$ cat src/rtl/ped_request_conditioner.sv
`default_nettype none
// ============================================================================
// Module      : ped_request_conditioner
// Description : Pedestrian push-button front end for the intersection light
//               controller. Each channel synchronises its raw button, debounces
//               it, turns each debounced press into a request held on p_e[i],
//               and drops the request once the controller answers with walk[i].
//               The request is held as a level because the controller only
//               samples it on its slow internal tick.
//
// Ports       : clk          system clock, shared with the controller divider
//               rst_n        synchronous active-low reset
//               btn_raw      raw asynchronous active-high push-buttons
//               walk         controller walk outputs {P4..P1}, used as acknowledge
//               p_e          held pedestrian requests {p_e4..p_e1}, registered
//               btn_clean    debounced button level
//               press_pulse  one-cycle strobe the cycle after btn_clean rises
//               btn_stuck    stuck-button flag (0 unless detection is built in)
//
// Build macro : PED_STUCK_DETECT_EN - adds per-channel continuous-press
//               detection; a button held for STUCK_CYCLES is flagged stuck and
//               its channel is parked until the button is released.
//
// Revision    : 1.0 - initial release
// ============================================================================
module ped_request_conditioner #(
    parameter int N_BTN           = 4,
    parameter int DEBOUNCE_CYCLES = 500000,
    parameter int STUCK_CYCLES    = 250000000
) (
    input  logic             clk,
    input  logic             rst_n,
    input  logic [N_BTN-1:0] btn_raw,
    input  logic [N_BTN-1:0] walk,
    output logic [N_BTN-1:0] p_e,
    output logic [N_BTN-1:0] btn_clean,
    output logic [N_BTN-1:0] press_pulse,
    output logic [N_BTN-1:0] btn_stuck
);

    localparam int                c_DB_W    = $clog2(DEBOUNCE_CYCLES + 1);
    localparam logic [c_DB_W-1:0] c_DB_TERM = c_DB_W'(DEBOUNCE_CYCLES - 1);

    // Channel request FSM encoding
    localparam logic [1:0] c_IDLE    = 2'd0;
    localparam logic [1:0] c_PENDING = 2'd1;
    localparam logic [1:0] c_SERVING = 2'd2;

    // ------------------------------------------------------------------------
    // Two-flop synchronisers for buttons and walk; walk gets a third stage so
    // its rising edge can be detected on synchronised data.
    // ------------------------------------------------------------------------
    logic [N_BTN-1:0] r_btn_meta;
    logic [N_BTN-1:0] r_btn_s;
    logic [N_BTN-1:0] r_walk_meta;
    logic [N_BTN-1:0] r_walk_s;
    logic [N_BTN-1:0] r_walk_s_d;

    always_ff @(posedge clk) begin
        if (!rst_n) begin
            r_btn_meta  <= '0;
            r_btn_s     <= '0;
            r_walk_meta <= '0;
            r_walk_s    <= '0;
            r_walk_s_d  <= '0;
        end else begin
            r_btn_meta  <= btn_raw;
            r_btn_s     <= r_btn_meta;
            r_walk_meta <= walk;
            r_walk_s    <= r_walk_meta;
            r_walk_s_d  <= r_walk_s;
        end
    end

`ifndef PED_STUCK_DETECT_EN
    // STUCK_CYCLES has no consumer when detection is compiled out; this empty,
    // never-elaborated block keeps the parameter referenced so both builds
    // share one parameter list.
    if (STUCK_CYCLES < 0) begin : g_stuck_cfg_unused
    end
`endif

    genvar i;
    generate
        for (i = 0; i < N_BTN; i++) begin : g_chan
            logic [c_DB_W-1:0] r_db_cnt;
            logic              r_clean;
            logic              r_clean_d;
            logic              r_press;
            logic              r_pe;
            logic [1:0]        r_state;
            logic [1:0]        w_state_nxt;
            logic              w_walk_rise;
            logic              w_stuck;
            logic              w_block;

            assign w_walk_rise = r_walk_s[i] & ~r_walk_s_d[i];

            // Debounce: the clean level only moves after DEBOUNCE_CYCLES
            // consecutive disagreeing samples; any agreement restarts the count.
            always_ff @(posedge clk) begin
                if (!rst_n) begin
                    r_db_cnt <= '0;
                    r_clean  <= 1'b0;
                end else if (r_btn_s[i] == r_clean) begin
                    r_db_cnt <= '0;
                end else if (r_db_cnt == c_DB_TERM) begin
                    r_clean  <= ~r_clean;
                    r_db_cnt <= '0;
                end else begin
                    r_db_cnt <= r_db_cnt + 1'b1;
                end
            end

            // Press strobe lands the cycle after the clean level rises.
            always_ff @(posedge clk) begin
                if (!rst_n) begin
                    r_clean_d <= 1'b0;
                    r_press   <= 1'b0;
                end else begin
                    r_clean_d <= r_clean;
                    r_press   <= r_clean & ~r_clean_d & ~w_stuck;
                end
            end

`ifdef PED_STUCK_DETECT_EN
            localparam int                c_ST_W    = $clog2(STUCK_CYCLES + 1);
            localparam logic [c_ST_W-1:0] c_ST_TERM = c_ST_W'(STUCK_CYCLES - 1);

            logic [c_ST_W-1:0] r_st_cnt;
            logic              r_stuck;
            logic              w_stuck_hit;

            assign w_stuck_hit = r_clean & ~r_stuck & (r_st_cnt == c_ST_TERM);

            // Counts while the clean level is high; the flag and count both
            // clear on the first cycle the clean level is back at 0.
            always_ff @(posedge clk) begin
                if (!rst_n || !r_clean) begin
                    r_st_cnt <= '0;
                    r_stuck  <= 1'b0;
                end else if (w_stuck_hit) begin
                    r_stuck  <= 1'b1;
                end else if (!r_stuck) begin
                    r_st_cnt <= r_st_cnt + 1'b1;
                end
            end

            assign w_stuck = r_stuck;
            // Park the channel both on the cycle the limit is hit and while flagged.
            assign w_block = w_stuck_hit | r_stuck;
`else
            assign w_stuck = 1'b0;
            assign w_block = 1'b0;
`endif

            // Request FSM: next-state logic
            always_comb begin
                w_state_nxt = r_state;
                case (r_state)
                    c_IDLE: begin
                        // A press arriving while walk is already up is served
                        // immediately, so no request is left behind.
                        if (r_press) begin
                            w_state_nxt = r_walk_s[i] ? c_SERVING : c_PENDING;
                        end
                    end
                    c_PENDING: begin
                        if (w_walk_rise) begin
                            w_state_nxt = c_SERVING;
                        end
                    end
                    c_SERVING: begin
                        if (!r_walk_s[i]) begin
                            w_state_nxt = c_IDLE;
                        end
                    end
                    default: w_state_nxt = c_IDLE;
                endcase
                if (w_block) begin
                    w_state_nxt = c_IDLE;
                end
            end

            // Request FSM: state register. p_e is registered from the next
            // state so it changes on the same edge as the state and never glitches.
            always_ff @(posedge clk) begin
                if (!rst_n) begin
                    r_state <= c_IDLE;
                    r_pe    <= 1'b0;
                end else begin
                    r_state <= w_state_nxt;
                    r_pe    <= (w_state_nxt == c_PENDING);
                end
            end

            assign p_e[i]         = r_pe;
            assign btn_clean[i]   = r_clean;
            assign press_pulse[i] = r_press;
            assign btn_stuck[i]   = w_stuck;
        end
    endgenerate

endmodule
`default_nettype wire
$ cat config.mk
export PLATFORM = sky130hd
export DESIGN_NAME = ped_request_conditioner
export DESIGN_NICKNAME = d
export VERILOG_FILES = /design/src/rtl/ped_request_conditioner.sv
export SDC_FILE = /design/constraint.sdc
export NUM_CORES = 1
export LEC_CHECK = 0
export CELL_PAD_IN_SITES_DETAIL_PLACEMENT = 0
export CELL_PAD_IN_SITES_GLOBAL_PLACEMENT = 2
export CORE_ASPECT_RATIO = 0.6
export CORE_MARGIN = 2
export CORE_UTILIZATION = 25
export CTS_BUF_LIST = sky130_fd_sc_hd__clkbuf_4 sky130_fd_sc_hd__clkbuf_8
export CTS_CLUSTER_DIAMETER = 30
export DETAILED_ROUTE_END_ITERATION = 6
export GPL_TIMING_DRIVEN = 0
export HOLD_SLACK_MARGIN = 0.12
export PLACE_DENSITY = 0.59
export SLEW_MARGIN = 20
export SYNTH_ARGS = -nofsm -noshare
export SYNTH_HDL_FRONTEND = slang
export SYNTH_SLANG_ARGS = --single-unit
$ cat constraint.sdc
create_clock -name clk -period 4.3 [get_ports clk]
set_input_delay 0.86 -clock clk [delete_from_list [all_inputs] [get_ports clk]]
set_output_delay 0.86 -clock clk [all_outputs]
set_load 0.01 [all_outputs]
==> results.cfg, run 1 <==
[setup_path]
crit_type = reg -> reg
cp-end-kind = flip-flop
rrSetupSlack_ns = 1.71
crit_required_ns = 4.61
crit_arrival_ns = 2.90
cp_max_fo = 10
start_kind = flip-flop
reg2reg_depth = 7

[yosys]
synth_top_area_frac = 0.494
postSynthAreaPerCell_um2 = 9.09
seq_area_frac_synth = 0.494
async_reset_ff_frac = 0
synthDistinctLibCells = 36
synth_flop_cell = dfxtp_1
synth_top_cells_by_area = dfxtp_1 (49%), xor2_1 (6.1%), nor2_1 (5.3%)
ys.warnings.count = 0
synth_edf_count = 0
synthCells = 535
synth_top_cell_by_area = dfxtp_1
synth_area_mm2 = 0.00486
ys_seq_elements = 120

[detailed_routing]
wl_per_cell_um = 12.5
antenna_left = 0
avgViaCountPerCell = 4.38
num_vias = 3663
detail_route.iter0.violations = 123
finalWirelength_um = 10400
first_pass_iters = 4
drc = 0

[die]
coreArea_mm2 = 0.0190
num_io_pins = 26
die_y_um = 112
fp.dieW_um = 184
die-area_mm2 = 0.0206
row_count = 39
start_util = 0.256

[power_and_ir_drop]
finalPower_mw = 2.35
peakVddDrop_mv = 0.177
p_leak_nw = 2.00
p_per_area_mw_per_mm2 = 402

[cells_and_area]
fin_util = 0.308
layout.nets = 592
drive_gt1_frac = 0.0931
area_growth_pct = 20.3
antenna_cells = 0

[clocking]
ctsResizeCount = 0
cts_tree = built
ctsHoldBuffers = 0
cts_buffers = 17
cts_root_buf = clkbuf_8
insertion_delay_ns = 0.44
cts_sinks = 120
ctsHtreeMaxLevel = 4
post_cts_buffers = 0
cts_buffer_depth = 2
clkSlewWorstSetupHoldPaths_ns = 0.07

[timing]
period_share = 0.603
fin_setup_tns_ns = 0
rsz0062_at_grt = false
final-hold-violation-count = 0
maxSlewViolCount = 0
fmax_ghz = 0.385
tightest_slew_ns = 0.735
slew-limit-headroom = 0.509
finalSetupViolCount = 0
layout_min_cycle_time_ns = 2.59
clock-skew-final_ns = 0.00988

[global_route]
grt_usage = 0.110
grt_pass1_vias = 3467
grt_overflow_total = 0
antenna_found_initial = 0
grt_max_degree = 17
grt_pass1_wl_um = 17500

[placed_design]
portBuffers = 21
hpwl_um = 7380
gp_congestion = 0.701

[run]
drv_cap = 0

[hold_path]
hold_path_class = reg -> reg
hold_path_depth = 1

[outcome]
status = complete, no violations
## power breakdown
part	total (mW)	leakage (nW)	switching, mW	internal, mW
Clock	1.19	0.230	0.472	0.718
Combinational	0.0368	0.800	0.0196	0.0172
Sequential	1.12	0.970	0.00390	1.12
## state kept, by name, summed over array words and instances (netlist names)
| name | count |
|---|---|
| g_chan.r_clean | 4 |
| g_chan.r_clean_d | 4 |
| g_chan.r_db_cnt | 76 |
| g_chan.r_pe | 4 |
| g_chan.r_press | 4 |
| g_chan.r_state | 8 |
| r_btn_meta | 4 |
| r_btn_s | 4 |
| r_walk_meta | 4 |
| r_walk_s | 4 |
| r_walk_s_d | 4 |
## per-layer routing
layer	track usage	up-vias	routed length (um)
li1	-	1932	-
met4	0.0544	0	163
met1	0.161	1671	5810
met2	0.140	48	3970
met3	0.0389	12	509
met5	0	-	0
## cells in the final DEF (no fill, tap or decap), drive strengths merged, types with 5 or more instances in the layout
cell | netlist | routed
a21oi | 28 | 28
and2 | 27 | 27
and3 | 7 | 7
and4 | 9 | 9
buf | 20 | 20
bufinv | 0 | 5
clkbuf | 12 | 32
clkdlybuf4s50 | 0 | 21
dfxtp | 120 | 120
inv | 13 | 14
nand2 | 30 | 30
nand3 | 32 | 32
nand4 | 15 | 15
nor2 | 69 | 69
nor3 | 11 | 11
nor4 | 7 | 7
o21ai | 17 | 17
o31ai | 11 | 11
or3 | 15 | 15
or4 | 12 | 12
xnor2 | 17 | 17
xor2 | 34 | 34
## cells by family (layout without fill, tap and decap cells)
| group | count (synthesis) | after routing | synth area share |
|---|---|---|---|
| other | 1 | 4 | 0.000771 |
| and+or+nand+nor | 250 | 250 | 0.276 |
| xor gates and xnor gates | 51 | 51 | 0.0918 |
| DFF | 120 | 120 | 0.494 |
| adders and majority gates | 4 | 4 | 0.0103 |
| muxes | 1 | 1 | 0.00206 |
| buffers and inverters | 45 | 98 | 0.0494 |
| AOI/OAI and AO/OA | 63 | 63 | 0.0759 |
## layout make-up
class	count	area (um^2)
buffer	32	191
clock buffer	20	263
clock inverter	12	198
timing repair buffer	21	210
inverter	13	48.8
fill	1972	13200
multi-input combinational	373	2230
sequential	120	2400
tap	246	308
## worst max-delay path, cell delays in order, from the launching register on
cell and delay [ns]:
dfxtp_1 0.38, ha_1 0.23, and3_1 0.17, clkbuf_1 0.23, nand4_1 0.21, o21bai_1 0.66
clkbuf_1 0.48, nor2_1 0.10
## synth_stat cells (13+ instances only)
cell type,number
or3_1,15
buf_4,16
a21oi_1,28
nor2_1,69
nand4_1,14
nand2_1,30
o21ai_0,17
nand3_1,32
inv_1,13
xnor2_1,17
dfxtp_1,120
and2_1,27
xor2_1,34
## worst paths after layout
path / start / to
setup / recovery: g_chan[3].r_db_cnt[0]$_SDFF_PP0_ / g_chan[3].r_db_cnt[9]$_SDFF_PP0_
hold / removal: g_chan[1].r_clean_d$_SDFF_PN0_ / g_chan[1].r_press$_SDFF_PN0_
setup reg to reg: g_chan[3].r_db_cnt[0]$_SDFF_PP0_ / g_chan[3].r_db_cnt[9]$_SDFF_PP0_
hold reg to reg: g_chan[1].r_clean_d$_SDFF_PN0_ / g_chan[1].r_press$_SDFF_PN0_
## stage by stage
| stage | worst slack [ns] | area (um^2) | hold WS, ns | std cells |
|---|---|---|---|---|
| floorplan | 2.42 | 4880 | 0.367 | 538 |
| global placement | 1.39 | 5390 | 0.373 | 805 |
| detailed placement | 1.43 | 5390 | 0.374 | 805 |
| CTS | 1.67 | 5850 | 0.385 | 837 |
| global route | 1.46 | 5850 | 0.401 | 837 |
| finish | 1.71 | 5850 | 0.384 | 837 |
Power figures use the tool's default switching activity.
==> inputs of run 2 (changes only) <==
clock period = 2.5 ns   (was 4.3 ns; I/O delays follow)
==> results.cfg, run 2 (synthesis gave the netlist of run 1 again) <==
[detailed_routing]
first_pass_iters = 4
drc = 0
finalWirelength_um = 10500
avgViaCountPerCell = 4.36
num_vias = 3652
wl_per_cell_um = 12.5
antenna_left = 0
detail_route.iter0.violations = 125

[timing]
final-hold-violation-count = 0
clock-skew-final_ns = 0.00988
tightest_slew_ns = 0.677
fin_setup_tns_ns = 0
whs_ns = 0.384
rsz0062_at_grt = false
fmax_ghz = 0.447
slew-limit-headroom = 0.548
maxSlewViolCount = 0
layout_min_cycle_time_ns = 2.24
finalSetupViolCount = 0
period_share = 0.895

[setup_path]
start_kind = flip-flop
rrSetupSlack_ns = 0.26
cp-end-kind = flip-flop
crit_type = reg -> reg
crit_arrival_ns = 2.56
crit_required_ns = 2.82
cp_max_fo = 10

[cells_and_area]
fin_cells = 837
layout.nets = 592
top_regs = g_chan.r_db_cnt (76), g_chan.r_state (8)
antenna_cells = 0
largest_register_ffs = 76
layout_common_cells = dfxtp_1 (120), nor2_1 (69), xor2_1 (34)
fill_cells = 1973
area_growth_pct = 20.5
mostFrequentLayoutCell = dfxtp_1
drive_gt1_frac = 0.0981
largest_register = g_chan.r_db_cnt

[global_route]
grt_overflow_total = 0
grt_pass1_wl_um = 17500
grt_pass1_vias = 3471
antenna_found_initial = 0
grt_max_degree = 17
grt_usage = 0.110

[placed_design]
portBuffers = 21
placedCellCount = 805
gp_congestion = 0.701
hpwl_um = 7380

[clocking]
cts_tree = built
ctsHtreeMaxLevel = 4
cts_buffers = 17
clkSlewWorstSetupHoldPaths_ns = 0.07
cts_root_buf = clkbuf_8
insertion_delay_ns = 0.44
cts_sinks = 120
post_cts_buffers = 0
ctsHoldBuffers = 0
cts_buffer_depth = 2

[power_and_ir_drop]
p_per_area_mw_per_mm2 = 690
intPower_mw = 3.19
clockPowerShare = 0.506
peakVddDrop_mv = 0.304
power_frac_comb = 0.016
p_seq_frac = 0.478
p_leak_nw = 2.00
p_sw_frac = 0.211
finalPower_mw = 4.04
p_sw_uw = 852

[die]
num_io_pins = 26
coreArea_mm2 = 0.0190
die-area_mm2 = 0.0206
die_y_um = 112
fp.dieW_um = 184
start_util = 0.256
row_count = 39

[hold_path]
hold_path_class = reg -> reg

[outcome]
status = complete, no violations

[run]
drv_cap = 0
-- run 2: area by class of cell --
cell class / instances / area, um^2 / area share
tap: 246 / 308 / 0.0525
clock buffer: 20 / 263 / 0.0448
inverter: 13 / 48.8 / 0.00832
buffer: 32 / 193 / 0.0329
timing repair buffer: 21 / 210 / 0.0359
multi-input combinational: 373 / 2240 / 0.382
clock inverter: 12 / 198 / 0.0337
sequential: 120 / 2400 / 0.410
-- run 2: final timing paths --
check                                                         to                              from  cells past startpoint
worst max-delay path            g_chan[0].r_db_cnt[5]$_SDFF_PP0_  g_chan[0].r_db_cnt[0]$_SDFF_PP0_                      6
worst min-delay path                g_chan[1].r_press$_SDFF_PN0_    g_chan[1].r_clean_d$_SDFF_PN0_                      1
worst max register to register  g_chan[0].r_db_cnt[5]$_SDFF_PP0_  g_chan[0].r_db_cnt[0]$_SDFF_PP0_                      6
worst min register to register      g_chan[1].r_press$_SDFF_PN0_    g_chan[1].r_clean_d$_SDFF_PN0_                      1
-- run 2: per-layer routing --
metal	routed length (um)	GRT usage	vias to the layer above	share of wire
met3	463	0.0389	12	0.044
met4	163	0.0544	0	0.016
li1	-	-	1933	-
met5	0	0	-	0
met2	3980	0.141	40	0.38
met1	5840	0.160	1667	0.56
-- run 2: timing repair --
action | in CTS | in global routing
hold endpoints to repair | 0 | 0
endpoints found under the setup margin | 10 | 20
resized for setup | 1 | 3
-- run 2: power groups by stage --
stage | Sequential (mW) | Clock [mW] | Combinational [mW]
after global placement | 1.98 | 0 | 0.0650
after global routing | 1.93 | 2.21 | 0.0724
after floorplan | 1.98 | 0 | 0.0366
final | 1.93 | 2.05 | 0.0637
after detailed placement | 1.98 | 0 | 0.0652
after CTS | 1.93 | 2.11 | 0.0657
-- run 2: critical path: stages (launching register included) --
cell	delay (ns)
dfxtp_1	0.39
ha_1	0.24
and4_1	0.31
nand3_1	0.18
o21bai_1	0.60
buf_2	0.34
nor2_1	0.07
-- run 2: per-stage QoR --
stage / setup slack, ns / area, um^2 / util
2_1_floorplan: 0.620 / 4880 / -
3_3_place_gp: -0.109 / 5390 / 0.283
3_5_place_dp: -0.116 / 5390 / 0.283
4_1_cts: 0.0440 / 5860 / 0.308
5_1_grt: 0.00948 / 5860 / 0.308
6_report: 0.263 / 5860 / 0.308
==> inputs of run 3 (changes only) <==
CORE_UTILIZATION = 39   (was 25)
PLACE_DENSITY = 0.85   (was 0.59)
==> results.cfg, run 3 (synthesis gave the netlist of run 1 again) <==
[clocking]
post_cts_buffers = 0
cts_buffer_depth = 2
cts_buffers = 17
cts_tree = built
cts_sinks = 120
clkSlewWorstSetupHoldPaths_ns = 0.07
insertion_delay_ns = 0.43
cts_root_buf = clkbuf_8
ctsResizeCount = 0
ctsHtreeMaxLevel = 4
ctsHoldBuffers = 0

[hold_path]
hold_path_depth = 1
hold_path_class = reg -> reg

[placed_design]
hpwl_um = 6770
portBuffers = 21
dp_slack_ns = 0.00524
gp_congestion = 0.761

[global_route]
use_met3 = 0.0444
grt_overflow_total = 0
grt_max_degree = 17
antenna_found_initial = 0
use_met2 = 0.210
use_met1 = 0.230
grt_pass1_vias = 3515
grt_usage = 0.156
busiest_layer = met1
grt_pass1_wl_um = 16700

[timing]
layout_min_cycle_time_ns = 2.19
clock-skew-final_ns = 0.0105
slew-limit-headroom = 0.572
finalWorstSetupSlack_ns = 0.307
maxSlewViolCount = 0
rsz0062_at_grt = false
final-hold-violation-count = 0
fin_setup_tns_ns = 0
period_share = 0.877
fmax_ghz = 0.456
finalSetupViolCount = 0
tightest_slew_ns = 0.640

[setup_path]
cp-end-kind = flip-flop
critPathSlowestCell = o21bai_1
crit_required_ns = 2.82
setup.worst_path.end = g_chan[0].r_db_cnt[8]$_SDFF_PP0_
crit_chain = ha_1 -> and4_1 -> nand3_1 -> o21bai_1 -> buf_2 -> nor2_1
cp_max_fo = 10
crit_arrival_ns = 2.51
worst-path-buf-inv = 1
r2r-end = g_chan[0].r_db_cnt[8]$_SDFF_PP0_
r2r_start = g_chan[0].r_db_cnt[0]$_SDFF_PP0_
start_kind = flip-flop
slowest_delay_ns = 0.57
rrSetupSlack_ns = 0.31
path_depth = 6
setup.worst_path.start = g_chan[0].r_db_cnt[0]$_SDFF_PP0_
path_delay_family = compound AO/OA/AOI/OAI gates
crit_type = reg -> reg
reg2reg_depth = 6

[detailed_routing]
avgViaCountPerCell = 4.95
antenna_left = 0
detail_route.iter0.violations = 112
first_pass_iters = 4
num_vias = 3722
finalWirelength_um = 9660
wl_per_cell_um = 12.8
drc = 0

[cells_and_area]
largest_register = g_chan.r_db_cnt
seqCellArea_mm2 = 0.00240
layout.nets = 592
area_growth_pct = 16.3
largest_register_ffs = 76
fill_cells = 1198
mostFrequentLayoutCell = dfxtp_1
top_regs = g_chan.r_db_cnt (76), g_chan.r_state (8)
multi_input_area_mm2 = 0.00224
antenna_cells = 0
drive_gt1_frac = 0.0903
layout_common_cells = dfxtp_1 (120), nor2_1 (69), xor2_1 (34)

[die]
die_y_um = 90.5
num_io_pins = 26
coreArea_mm2 = 0.0121
start_util = 0.402
die-area_mm2 = 0.0134
row_count = 31
fp.dieW_um = 148

[power_and_ir_drop]
finalPower_mw = 3.61
p_leak_nw = 1.96
p_per_area_mw_per_mm2 = 639
peakVddDrop_mv = 0.322

[run]
drv_cap = 0

[outcome]
status = complete, no violations
run 3: changes by cell type in the layout (fill, tap and decap cells not counted), sizes merged:
cell / previous run / this run
bufinv: 5 / 1
clkbuf: 32 / 36
clkinv: 4 / 3
clkinvlp: 2 / 0
inv: 14 / 13
run 3: worst reg2reg max path, cell delays in order (launching register included):
cell	delay, ns
dfxtp_1	0.40
ha_1	0.23
and4_1	0.31
nand3_1	0.17
o21bai_1	0.57
buf_2	0.34
nor2_1	0.07
run 3: final cells by class:
type | instances | area share
buffer | 32 | 0.0338
clock inverter | 4 | 0.00796
multi-input combinational | 373 | 0.396
tap | 165 | 0.0365
sequential | 120 | 0.425
clock buffer | 24 | 0.0551
timing repair buffer | 21 | 0.0372
inverter | 13 | 0.00863
run 3: per-stage QoR:
step                      utilization  cells  hold WS, ns  instance area (um^2)
after global placement          0.437    724        0.371                  5290
final                           0.467    752        0.383                  5660
after global routing            0.467    752        0.405                  5660
after floorplan                     -    538        0.367                  4880
after CTS                       0.467    752        0.385                  5650
after detailed placement        0.437    724        0.375                  5290
run 3: per-layer routing:
layer	wire length (um)	share of wire
met5	0	0
met4	113	0.012
met3	387	0.040
met2	3800	0.39
met1	5360	0.55
run 3: worst min path at each step:
stage	start	end	slack, ns
after floorplan	g_chan[0].r_clean_d$_SDFF_PN0_	g_chan[0].r_press$_SDFF_PN0_	0.37
after global placement	g_chan[1].r_clean_d$_SDFF_PN0_	g_chan[1].r_press$_SDFF_PN0_	0.37
after detailed placement	g_chan[2].r_clean_d$_SDFF_PN0_	g_chan[2].r_press$_SDFF_PN0_	0.38
after CTS	g_chan[1].r_clean_d$_SDFF_PN0_	g_chan[1].r_press$_SDFF_PN0_	0.39
after global routing	g_chan[0].r_clean_d$_SDFF_PN0_	g_chan[0].r_press$_SDFF_PN0_	0.40
final	g_chan[2].r_clean_d$_SDFF_PN0_	g_chan[2].r_press$_SDFF_PN0_	0.38
run 3: report_power, final:
part / switching, mW / total (mW) / leakage [nW] / internal [mW]
clock network: 0.719 / 1.62 / 0.191 / 0.897
logic: 0.0321 / 0.0620 / 0.802 / 0.0299
registers: 0.00708 / 1.93 / 0.970 / 1.93
